## src/rtl/matrix_scan_controller.sv

```systemverilog
// Column-scan sequencer for a multiplexed LED matrix.
// Blanks between columns and double-buffers frames at frame boundaries.
module matrix_scan_controller #(
  parameter int N_COLS       = 5,
  parameter int N_ROWS       = 7,
  parameter int DWELL_CYCLES = 1000,
  parameter int BLANK_CYCLES = 4,
  parameter int CW           = $clog2(N_COLS)
) (
  input  logic                     clock,
  input  logic                     reset,
  input  logic                     enable,
  input  logic [N_COLS*N_ROWS-1:0] frame_data,
  input  logic                     frame_valid,
  output logic                     frame_ready,
  output logic [N_COLS-1:0]        col_sel,
  output logic [N_ROWS-1:0]        row_out,
  output logic [CW-1:0]            col_idx,
  output logic                     frame_done
);

  localparam int TMAX = (DWELL_CYCLES > BLANK_CYCLES) ?
                        DWELL_CYCLES : BLANK_CYCLES;
  localparam int TW = $clog2(TMAX + 1);
  localparam int FW = N_COLS * N_ROWS;
  localparam logic [TW-1:0] BLANK_LD = TW'(BLANK_CYCLES - 1);
  localparam logic [TW-1:0] DWELL_LD = TW'(DWELL_CYCLES - 1);
  localparam logic [CW-1:0] LAST_COL = CW'(N_COLS - 1);
  localparam logic [N_COLS-1:0] ONE_HOT0 = N_COLS'(1);

  typedef enum logic [1:0] {
    IDLE,
    BLANK,
    SHOW
  } state_t;

  state_t              r_state, w_state_nx;
  logic [TW-1:0]       r_timer, w_timer_nx;
  logic [CW-1:0]       r_col, w_col_nx;
  logic [N_COLS-1:0]   r_sel, w_sel_nx;
  logic [N_ROWS-1:0]   r_row, w_row_nx;
  logic                r_done, w_done_nx;
  logic [FW-1:0]       r_active;
  logic [FW-1:0]       r_shadow;
  logic                r_full;
  logic                w_swap;
  logic                w_load;

  assign w_load = frame_valid && !r_full;

  always_comb begin
    w_state_nx = r_state;
    w_timer_nx = r_timer;
    w_col_nx   = r_col;
    w_sel_nx   = r_sel;
    w_row_nx   = r_row;
    w_done_nx  = 1'b0;
    w_swap     = 1'b0;
    unique case (r_state)
      IDLE: begin
        w_sel_nx = '1;
        w_row_nx = '0;
        w_col_nx = '0;
        if (enable) begin
          w_swap     = r_full;
          w_state_nx = BLANK;
          w_timer_nx = BLANK_LD;
        end
      end
      BLANK: begin
        if (r_timer == '0) begin
          w_state_nx = SHOW;
          w_timer_nx = DWELL_LD;
          w_sel_nx   = ~(ONE_HOT0 << r_col);
          w_row_nx   = r_active[r_col*N_ROWS +: N_ROWS];
        end else begin
          w_timer_nx = r_timer - TW'(1);
        end
      end
      SHOW: begin
        if (r_timer == '0) begin
          w_sel_nx = '1;
          w_row_nx = '0;
          if (!enable) begin
            w_state_nx = IDLE;
            w_col_nx   = '0;
          end else begin
            w_state_nx = BLANK;
            w_timer_nx = BLANK_LD;
            if (r_col == LAST_COL) begin
              // Wrap point: the only mid-run place new data may appear
              w_col_nx  = '0;
              w_done_nx = 1'b1;
              w_swap    = r_full;
            end else begin
              w_col_nx = r_col + CW'(1);
            end
          end
        end else begin
          w_timer_nx = r_timer - TW'(1);
        end
      end
      default: begin
        w_state_nx = IDLE;
        w_sel_nx   = '1;
        w_row_nx   = '0;
        w_col_nx   = '0;
      end
    endcase
  end

  always_ff @(posedge clock or posedge reset) begin
    if (reset) begin
      r_state <= IDLE;
      r_timer <= '0;
      r_col   <= '0;
      r_sel   <= '1;
      r_row   <= '0;
      r_done  <= 1'b0;
    end else begin
      r_state <= w_state_nx;
      r_timer <= w_timer_nx;
      r_col   <= w_col_nx;
      r_sel   <= w_sel_nx;
      r_row   <= w_row_nx;
      r_done  <= w_done_nx;
    end
  end

  // Swap needs r_full=1 and load needs r_full=0, so they never collide
  always_ff @(posedge clock or posedge reset) begin
    if (reset) begin
      r_active <= '0;
      r_shadow <= '0;
      r_full   <= 1'b0;
    end else if (w_swap) begin
      r_active <= r_shadow;
      r_full   <= 1'b0;
    end else if (w_load) begin
      r_shadow <= frame_data;
      r_full   <= 1'b1;
    end
  end

  assign frame_ready = ~r_full;
  assign col_sel     = r_sel;
  assign row_out     = r_row;
  assign col_idx     = r_col;
  assign frame_done  = r_done;

endmodule

```

## config.mk

```make
export PLATFORM = sky130hd
export DESIGN_NAME = matrix_scan_controller
export DESIGN_NICKNAME = d
export VERILOG_FILES = /design/src/rtl/matrix_scan_controller.sv
export SDC_FILE = /design/constraint.sdc
export NUM_CORES = 1
export LEC_CHECK = 0
export CORE_MARGIN = 8
export CORE_UTILIZATION = 35
export DETAILED_ROUTE_END_ITERATION = 7
export GPL_TIMING_DRIVEN = 0
export SLEW_MARGIN = 20
export SYNTH_ARGS = -nofsm -noshare
export SYNTH_HDL_FRONTEND = slang
export SYNTH_SLANG_ARGS = --single-unit
```

## constraint.sdc

```tcl
create_clock -name clock -period 4.5 [get_ports clock]
set_input_delay 1.35 -clock clock [delete_from_list [all_inputs] [get_ports clock]]
set_output_delay 1.35 -clock clock [all_outputs]
set_load 0.02 [all_outputs]
```

# --- Word-level counts from Yosys, hierarchy flattened ---
# Index checks and enable logic that the tools add are counted.
totals:
  ff_bits: 99
  latchBits: 0
  ram_bits: 0
  rom_bits: 0
  out_inout_bits: 17
  wordCells: 64
  memories: 0
op_classes:
  add_sub_neg: 2
  mul: 1
  div: 0
  n_lt_le_gt_ge: 0
  n_eq_ne: 6
  shifts: 2
  mux: 30
  bitwise: 4
  n_reduce_logical: 10
op_table:
  columns: ["cell", "count"]
  rows:
  - ["indexed part select 35 x 7 -> 7 bit", 1]
  - ["2-to-1 mux 10 bit", 3]
  - ["case mux 10 bit (3 select lines)", 1]
  - ["2-to-1 mux 7 bit", 2]
  - ["case mux 7 bit (2 select lines)", 1]
  - ["2-to-1 mux 1 bit", 11]
  - ["zero test 10 bit", 1]
  - ["2-to-1 mux 5 bit", 2]
  - ["case mux 5 bit (2 select lines)", 1]
  - ["subtractor 10 x 1 -> 10 bit (second input constant)", 1]
  - ["2-to-1 mux 3 bit", 3]
  - ["multiplier 3 x 3 -> 6 bit (second input constant)", 1]
  - ["2-to-1 mux 2 bit", 3]
  - ["inequality test 2 bit (second input constant)", 3]
  - ["case mux 2 bit (3 select lines)", 1]
  - ["case mux 3 bit (2 select lines)", 1]
  - ["AND reduction 2 bit", 3]
  - ["inverter 5 bit", 1]
  - ["<< shifter 1 x 3 -> 5 bit (first input constant)", 1]
  - ["adder 3 x 1 -> 3 bit (second input constant)", 1]
  - ["== test 3 bit (second input constant)", 1]
  - ["inverter 1 bit", 3]
  - ["AND reduction 3 bit", 1]
  - ["nonzero test 3 bit", 1]
  - ["other kinds (7)", 7]

# --- Depth between registers and ports, before layout ---
# Gate-level depths: netlist of run 1.
depth:
  ltp_word: 7
  depth_mapped: 8

# --- Worst setup path after synthesis of run 1 ---
# Ideal clock, no wire load.
synth_path:
  kind: "input to register"
  from: "in enable"
  to: "reg r_active[10]"
  setup_ns: 0.125
  arrival_ns: 2.622
  required_ns: 4.375
  slack_ns: 1.754
  path_stages: 5
  cell_sequence: "clkbuf_1 inv_1 nor3_4 buf_6 mux2_2"
synth_between:
  elab_chain_len: 3
  elab_cells_between_ends: 4
  classes_between: "4 x mux"
synth_rtl:
  columns: ["item", "line", "rtl"]
  rows:
  - ["start, declared", "12", "input logic enable,"]
  - ["2-to-1 mux 1 bit", "84", "if (!enable) begin"]
  - ["2-to-1 mux 1 bit", "81", "if (r_timer == '0) begin"]
  - ["case mux 1 bit (2 select lines) (*)", "59", "unique case (r_state)"]
  - ["end signal, assigned", "137", "r_active <= r_shadow;"]
  - ["end, declared", "43", "logic [FW-1:0] r_active;"]
# Every way passes the cells marked *; elsewhere a longest branch is shown, timed or not.
# A chain may end at the register's enable or synchronous reset.

# --- Worst setup path in the final report of run 1 ---
layout_path:
  from: "in frame_valid"
  to: "reg r_shadow[6]"
layout_between:
  elab_chain_len: 2
layout_rtl:
  columns: ["item", "line", "rtl"]
  rows:
  - ["start, declared", "14", "input logic frame_valid,"]
  - ["logical AND 1 bit", "49", "assign w_load = frame_valid && !r_full;"]
  - ["AND reduction 2 bit (no line)", null, null]
  - ["end signal, assigned", "140", "r_shadow <= frame_data;"]
  - ["end, declared", "44", "logic [FW-1:0] r_shadow;"]
# Every way passes these cells.

==> results.md, run 1 <==
* Status: completed
* Clk_skew at 10.4 ps
* Sequential share of the synthesized area at between 50% and 60%
* PortBufs at 54
* Crit path kind: in2reg
* DRT Wirelength at 9960 microns
* Peak supply drop at 317 uV
* Synthesis Warnings at 0
* Tcrit/Tclk final at just under 70%
* Synth area leader: dfrtp_1
* Routed length per instance at approximately 17 microns
* Setup TNS at 0 ps
* ANT nets after route at 0
* Min cycle time layout at ~3100 ps
* Area grow syn2layout at 25.1%
* NumNets Final at 452
* Hold Crit Endpoint: col_sel[3]$_DFFE_PP1P_
* Deepest level of the CTS H-tree at 3
* DP Area at 5250 sq um
* # Post-CTS Setup Buffers at 0
* Post-Syn Instances at 336
* Cell row count at 41
* Pwr Density at ~680 nW/um^2
* Gpl congestion at 0.875
* CP Launch Type: input pin
* Yosys reg bits at 99
* Net count after synthesis at 386
* R2R Setup Slk at 1700 ps
* Gr usage total at between 10% and 20%
* Initial antenna violation count at 0
* Crit path cell chain: clkdlybuf4s50_1 -> nor2b_1 -> clkbuf_1 -> buf_1 -> mux2_2
* Hold Path Class: reg2reg
* R2R cell count at 8
* Worst-margin pin slew at between 700 and 800 ps
* Crit-path slowest cell: buf_1
* Clock latency on the worst-skew pair at 340 ps
* Fill cell count at between 1000 and 1500
* Final HPWL DP at 7260 microns
* Gr ovfl total at 0
* Worst hold start: col_sel[3]$_DFFE_PP1P_
* Final Instance Area at 5580 sq um
* Vias in the first global route at 3189
* Layout Utilization at 44.6%
* Count leader, synth: dfrtp_1
* Drt pass-1 iters at 4
* TritonCTS clock tree: yes
* Post-CTS Hold Buffers at 0
* CP Data Required Time at 4730 ps
* Number of remaining DRC errors at 0
* Number of hold-slack violations in the final timing report at 0
* Antenna cell count at 0
* Worst setup path start: frame_valid
* Final slew viol count at 0
* # setup viols final at 0
* Die area at 16600 sq um
* Clock tree sinks at 99
* Setup crit end kind: flip-flop
* Post-synthesis area per instance at around 13 sq um
* Worst Path Arrival at 3310 ps
* Reg clk slew, reported paths at 70 ps
* Layout cells sized above 1 at 27.1%
* Synth Cell Area at 4460 sq um
* Min-Delay Path Depth at 2
* Reg2Reg Launch Point: col_idx[0]$_DFFE_PP0P_
* Largest cells by area after synthesis: dfrtp_1 53%, mux2_2 18%, mux4_2 3.5%
* Leakage power at about 2.3 nW
* Clock Tree Buf Depth at 2
* Post-CTS sizing at 0
* Die Height at roughly 130 microns
* Via count at 2942
* Max FO, Critical Path at 10
* RR Endpoint: r_active[0]$_DFFE_PP0P_
* Iter 0 DRT Violations at 240
* Synth top cells by count: 94 x dfrtp_1, 70 x mux2_2, 16 x a21oi_1
* Achievable Freq at 0.324 GHz
* Number of synthesized flops with an enable pin at 0
* Slew HR at 46.9%
* Post-synth top area share at 52.7%
* Async SR Flop Fraction at 100%
* Root Driver: clkbuf_16
* DIE WIDTH at 129 microns
* Initial Util at 35.7%
* Placeable Area at 12500 sq um
* Maxcap violations at 0
* Yosys cell types at 45
* Pin count of the biggest net entering global routing at 55
* Seq. cell area at 2480 sq um
* I/O pin count at 56
* Multi-input gate area at 1840 sq um
* First-pass GRT wire length at 16700 microns
* Main synth FF type: dfrtp_1
* Slowest cell delay on critical path at 580 ps
* Num CTS Buffers at 9
* Via/cell ratio at 5.09
* RSZ-0062 raised after global routing: no
==> registers in the layout (all words and copies together), names as in the netlist <==
signal,cells
col_idx,3
col_sel,5
frame_done,1
r_active,35
r_full,1
r_shadow,35
r_state,2
r_timer,10
row_out,7
==> worst max-delay path by stage <==
| stage | to | cells past startpoint |
|---|---|---|
| 3_5_place_dp | r_shadow[7]$_DFFE_PP0P_ | 5 |
| 3_3_place_gp | r_shadow[20]$_DFFE_PP0P_ | 2 |
| 2_1_floorplan | col_idx[0]$_DFFE_PP0P_ | 1 |
| 4_1_cts | r_shadow[7]$_DFFE_PP0P_ | 5 |
| 6_report | r_shadow[6]$_DFFE_PP0P_ | 5 |
| 5_1_grt | r_shadow[6]$_DFFE_PP0P_ | 5 |
==> layout by cell type, fill, tap and decap left out, types with 3 or more instances in the layout <==
master           netlist  final
a21oi_1               16     16
o21ai_0               12     12
nand3_1                3      3
nor2b_1                5      5
a31oi_1                5      5
mux2_2                70     70
dfrtp_1               94     94
nor2_1                10     10
clkbuf_1               8      8
ha_1                  11     11
o41ai_1                3      3
dfstp_2                5      5
and3_1                 9      9
inv_1                 13     12
clkdlybuf4s50_1        0     54
nand2_1               15     15
mux2_1                 4      4
or3_1                  3      3
nor3_1                 3      3
o22ai_1                4      4
mux4_2                 7      7
clkbuf_16              0      9
buf_6                  4      4
==> stage by stage <==
stage,power (W),setup WS [ps],cells,hold slack (ps)
after detailed placement,0.00295,1010,563,465
final,0.00377,1410,578,489
after global placement,0.00288,-962,562,465
after global routing,0.00402,1350,578,504
after floorplan,0.00253,568,336,453
after CTS,0.00381,1370,578,480
==> metal layers <==
metal  GRT usage [%]  vias to the layer above  share of wire, %
met1            15.9                     1498                44
met5               0                        -                 0
li1                -                     1362                 -
met2            22.1                       70                50
met3            3.43                       12               5.0
met4            3.46                        0              0.99
==> layout make-up <==
cell class / count / area share (%)
well taps: 172 / 3.85
repair buffers: 55 / 10.2
inverters: 14 / 1.03
multi-input cells: 209 / 33.0
flip-flops and latches: 99 / 44.5
clock inverters: 4 / 1.43
plain buffers: 14 / 1.48
clock buffers: 11 / 4.53
==> cell families after synthesis <==
logic type	Yosys count	synth area share, %
compound gates	57	8.30
fa+ha+maj	11	3.08
flops	99	55.6
mux	81	22.2
buf+inv	28	3.03
simple gates	60	7.74
==> critical path, delay by kind of cell <==
family | cells | cell delay (ps)
buf+inv | 3 | 1410
mux | 1 | 410
simple gates | 1 | 130
==> report_power, final <==
part | internal [W] | leakage [nW] | switching (W) | total (W)
registers | 0.00129 | 1.20 | 0.000249 | 0.00154
logic | 0.000714 | 0.937 | 0.000663 | 0.00138
clock network | 0.000520 | 0.164 | 0.000334 | 0.000855
total | 0.00253 | 2.30 | 0.00125 | 0.00377
Note: power is estimated with default switching activity, not from simulation.
==> inputs of run 2 (changes only) <==
clock period = 3.1 ns   (was 4.5 ns; I/O delays follow)
==> run 2 against run 1 <==
Compared with the run above:
- via count shrank 0.82%
- combinational power grew 45%
- clock power grew 46%
- power grew 45%
- design area grew 0.81%
- non-clock buffer count grew 2
- clock skew shrank 0.74 ps
- sequential share of layout area shrank 0.36 points
- first-iteration DRC count shrank 27%
- sequential power grew 45%
- critical path type is now reg2reg
- largest cell class unchanged
- largest power group unchanged
==> results.md, run 2 (synthesis results as in run 1) <==
* Initial antenna violation count at 0
* Worst Path Arrival at 3020 ps
* Max FO, Critical Path at 10
* Clock Tree Buf Depth at 2
* Peak supply drop at 403 uV
* Die Height at 129 microns
* Slowest cell delay on critical path at 640 ps
* # setup viols final at 0
* Final WS setup at 305 ps
* Antenna cell count at 0
* Crit path cell chain: clkbuf_1 -> inv_1 -> ha_1 -> and3_1 -> a41oi_1 -> nor3_4 -> buf_6 -> mux2_1
* I/O pin count at 56
* Iter 0 DRT Violations at around 180
* Status: completed
* Crit path kind: reg2reg
* Layout cells sized above 1 at 27.6%
* Most frequent cells in the layout: 94 x dfrtp_1, 70 x mux2_2, 54 x clkdlybuf4s50_1
* Post-CTS Hold Buffers at 0
* Cell row count at 41
* Maxcap violations at 0
* Via count at 2918
* PortBufs at 54
* Reg clk slew, reported paths at about 70 ps
* Number of remaining DRC errors at 0
* Deepest level of the CTS H-tree at 3
* Crit-path slowest cell: clkbuf_1
* Area grow syn2layout at 26.1%
* ANT nets after route at 0
* Clock tree sinks at 99
* Tot Pwr at 0.00549 W
* Via/cell ratio at 5.02
* DIE WIDTH at 129 microns
* Gpl congestion at around 0.87
* Largest regs: r_active (35), r_shadow (35), r_timer (10)
* Num CTS Buffers at 9
* Initial Util at between 30% and 40%
* RSZ-0062 raised after global routing: no
* Placeable Area at 12500 sq um
* CP Data Required Time at 3320 ps
* Final HPWL DP at 7220 microns
* CP Launch Type: flip-flop
* Worst-margin pin slew at 811 ps
* Vias in the first global route at 3130
* Leakage power at about 2.3 nW
* Setup crit end kind: flip-flop
* Routed length per instance at 17.1 microns
* Gr usage total at 12.8%
* NumNets Final at 454
* Achievable Freq at 0.358 GHz
* Clock latency on the worst-skew pair at 340 ps
* Most common cell after layout, fill and taps aside: dfrtp_1
* DRT Wirelength at 9910 microns
* Die area at 16600 sq um
* Pre-CTS WS at 62.3 ps
* Post-CTS sizing at 0
* Slew HR at between 40% and 50%
* Hold Path Class: reg2reg
* Pwr Density at 975 nW/um^2
* First-pass GRT wire length at 16500 microns
* Root Driver: clkbuf_16
* Tcrit/Tclk final at 90.2%
* Clk_skew at 9.68 ps
* Pin count of the biggest net entering global routing at 32
* Min cycle time layout at 2790 ps
* # Post-CTS Setup Buffers at 0
* Number of hold-slack violations in the final timing report at 0
* TritonCTS clock tree: yes
* Setup TNS at 0 ps
* Gr ovfl total at 0
* Final slew viol count at 0
* Drt pass-1 iters at 5
* R2R Setup Slk at 310 ps
run 2: cell count changes in the layout (fill, tap and decap cells not counted), sizes merged:
cell / delta
clkinvlp: +1
buf: +2
inv: -2
clkinv: +2
run 2: critical path, delay by kind of cell, from the launching register on:
family	cells	cell delay [ps]
buf+inv	3	1010
flops	1	410
simple gates	2	330
compound gates	1	330
mux	1	310
fa+ha+maj	1	290
run 2: path summary, 6_finish.rpt:
kind / startpoint / end / depth (start not counted)
setup / recovery: col_idx[0]$_DFFE_PP0P_ / r_active[0]$_DFFE_PP0P_ / 8
hold / removal: col_sel[3]$_DFFE_PP1P_ / col_sel[3]$_DFFE_PP1P_ / 2
min in group asynchronous: reset / frame_done$_DFF_PP0_ / 2
hold reg to reg: col_sel[3]$_DFFE_PP1P_ / col_sel[3]$_DFFE_PP1P_ / 2
max in group asynchronous: reset / r_active[5]$_DFFE_PP0P_ / 5
setup reg to reg: col_idx[0]$_DFFE_PP0P_ / r_active[0]$_DFFE_PP0P_ / 8
run 2: cell type report:
cell class                      count  area, sq um
Sequential cell                    99         2480
Multi-Input combinational cell    209         1840
Inverter                           14         56.3
Clock buffer                       11          253
Buffer                             14         82.6
Tap cell                          172          215
Fill cell                        1192         6890
Clock inverter                      5         93.8
Timing Repair Buffer               57          601
run 2: metal layers:
layer | part of all wire (%) | track usage [%] | wire length (microns) | up-vias
met5 | 0 | 0 | 0 | -
met4 | 1.4 | 4.08 | 140 | 0
met3 | 4.7 | 3.89 | 470 | 12
met2 | 49 | 20.9 | 4820 | 69
met1 | 45 | 15.9 | 4480 | 1468
li1 | - | - | - | 1369
run 2: power by group:
group	leakage (nW)	internal (W)	switching, W
clock	0.169	0.000762	0.000489
sequential	1.20	0.00188	0.000359
combinational	0.948	0.00104	0.000961
total	2.32	0.00368	0.00181
run 2: stage by stage:
| stage | hold WS (ps) | utilization (%) | instance area [sq um] | std cells |
|---|---|---|---|---|
| finish | 481 | 45.0 | 5630 | 581 |
| CTS | 482 | 45.0 | 5630 | 581 |
| detailed placement | 467 | 42.2 | 5280 | 565 |
| global placement | 467 | 41.7 | 5220 | 562 |
| global route | 509 | 45.0 | 5630 | 581 |
| floorplan | 453 | - | 4470 | 336 |
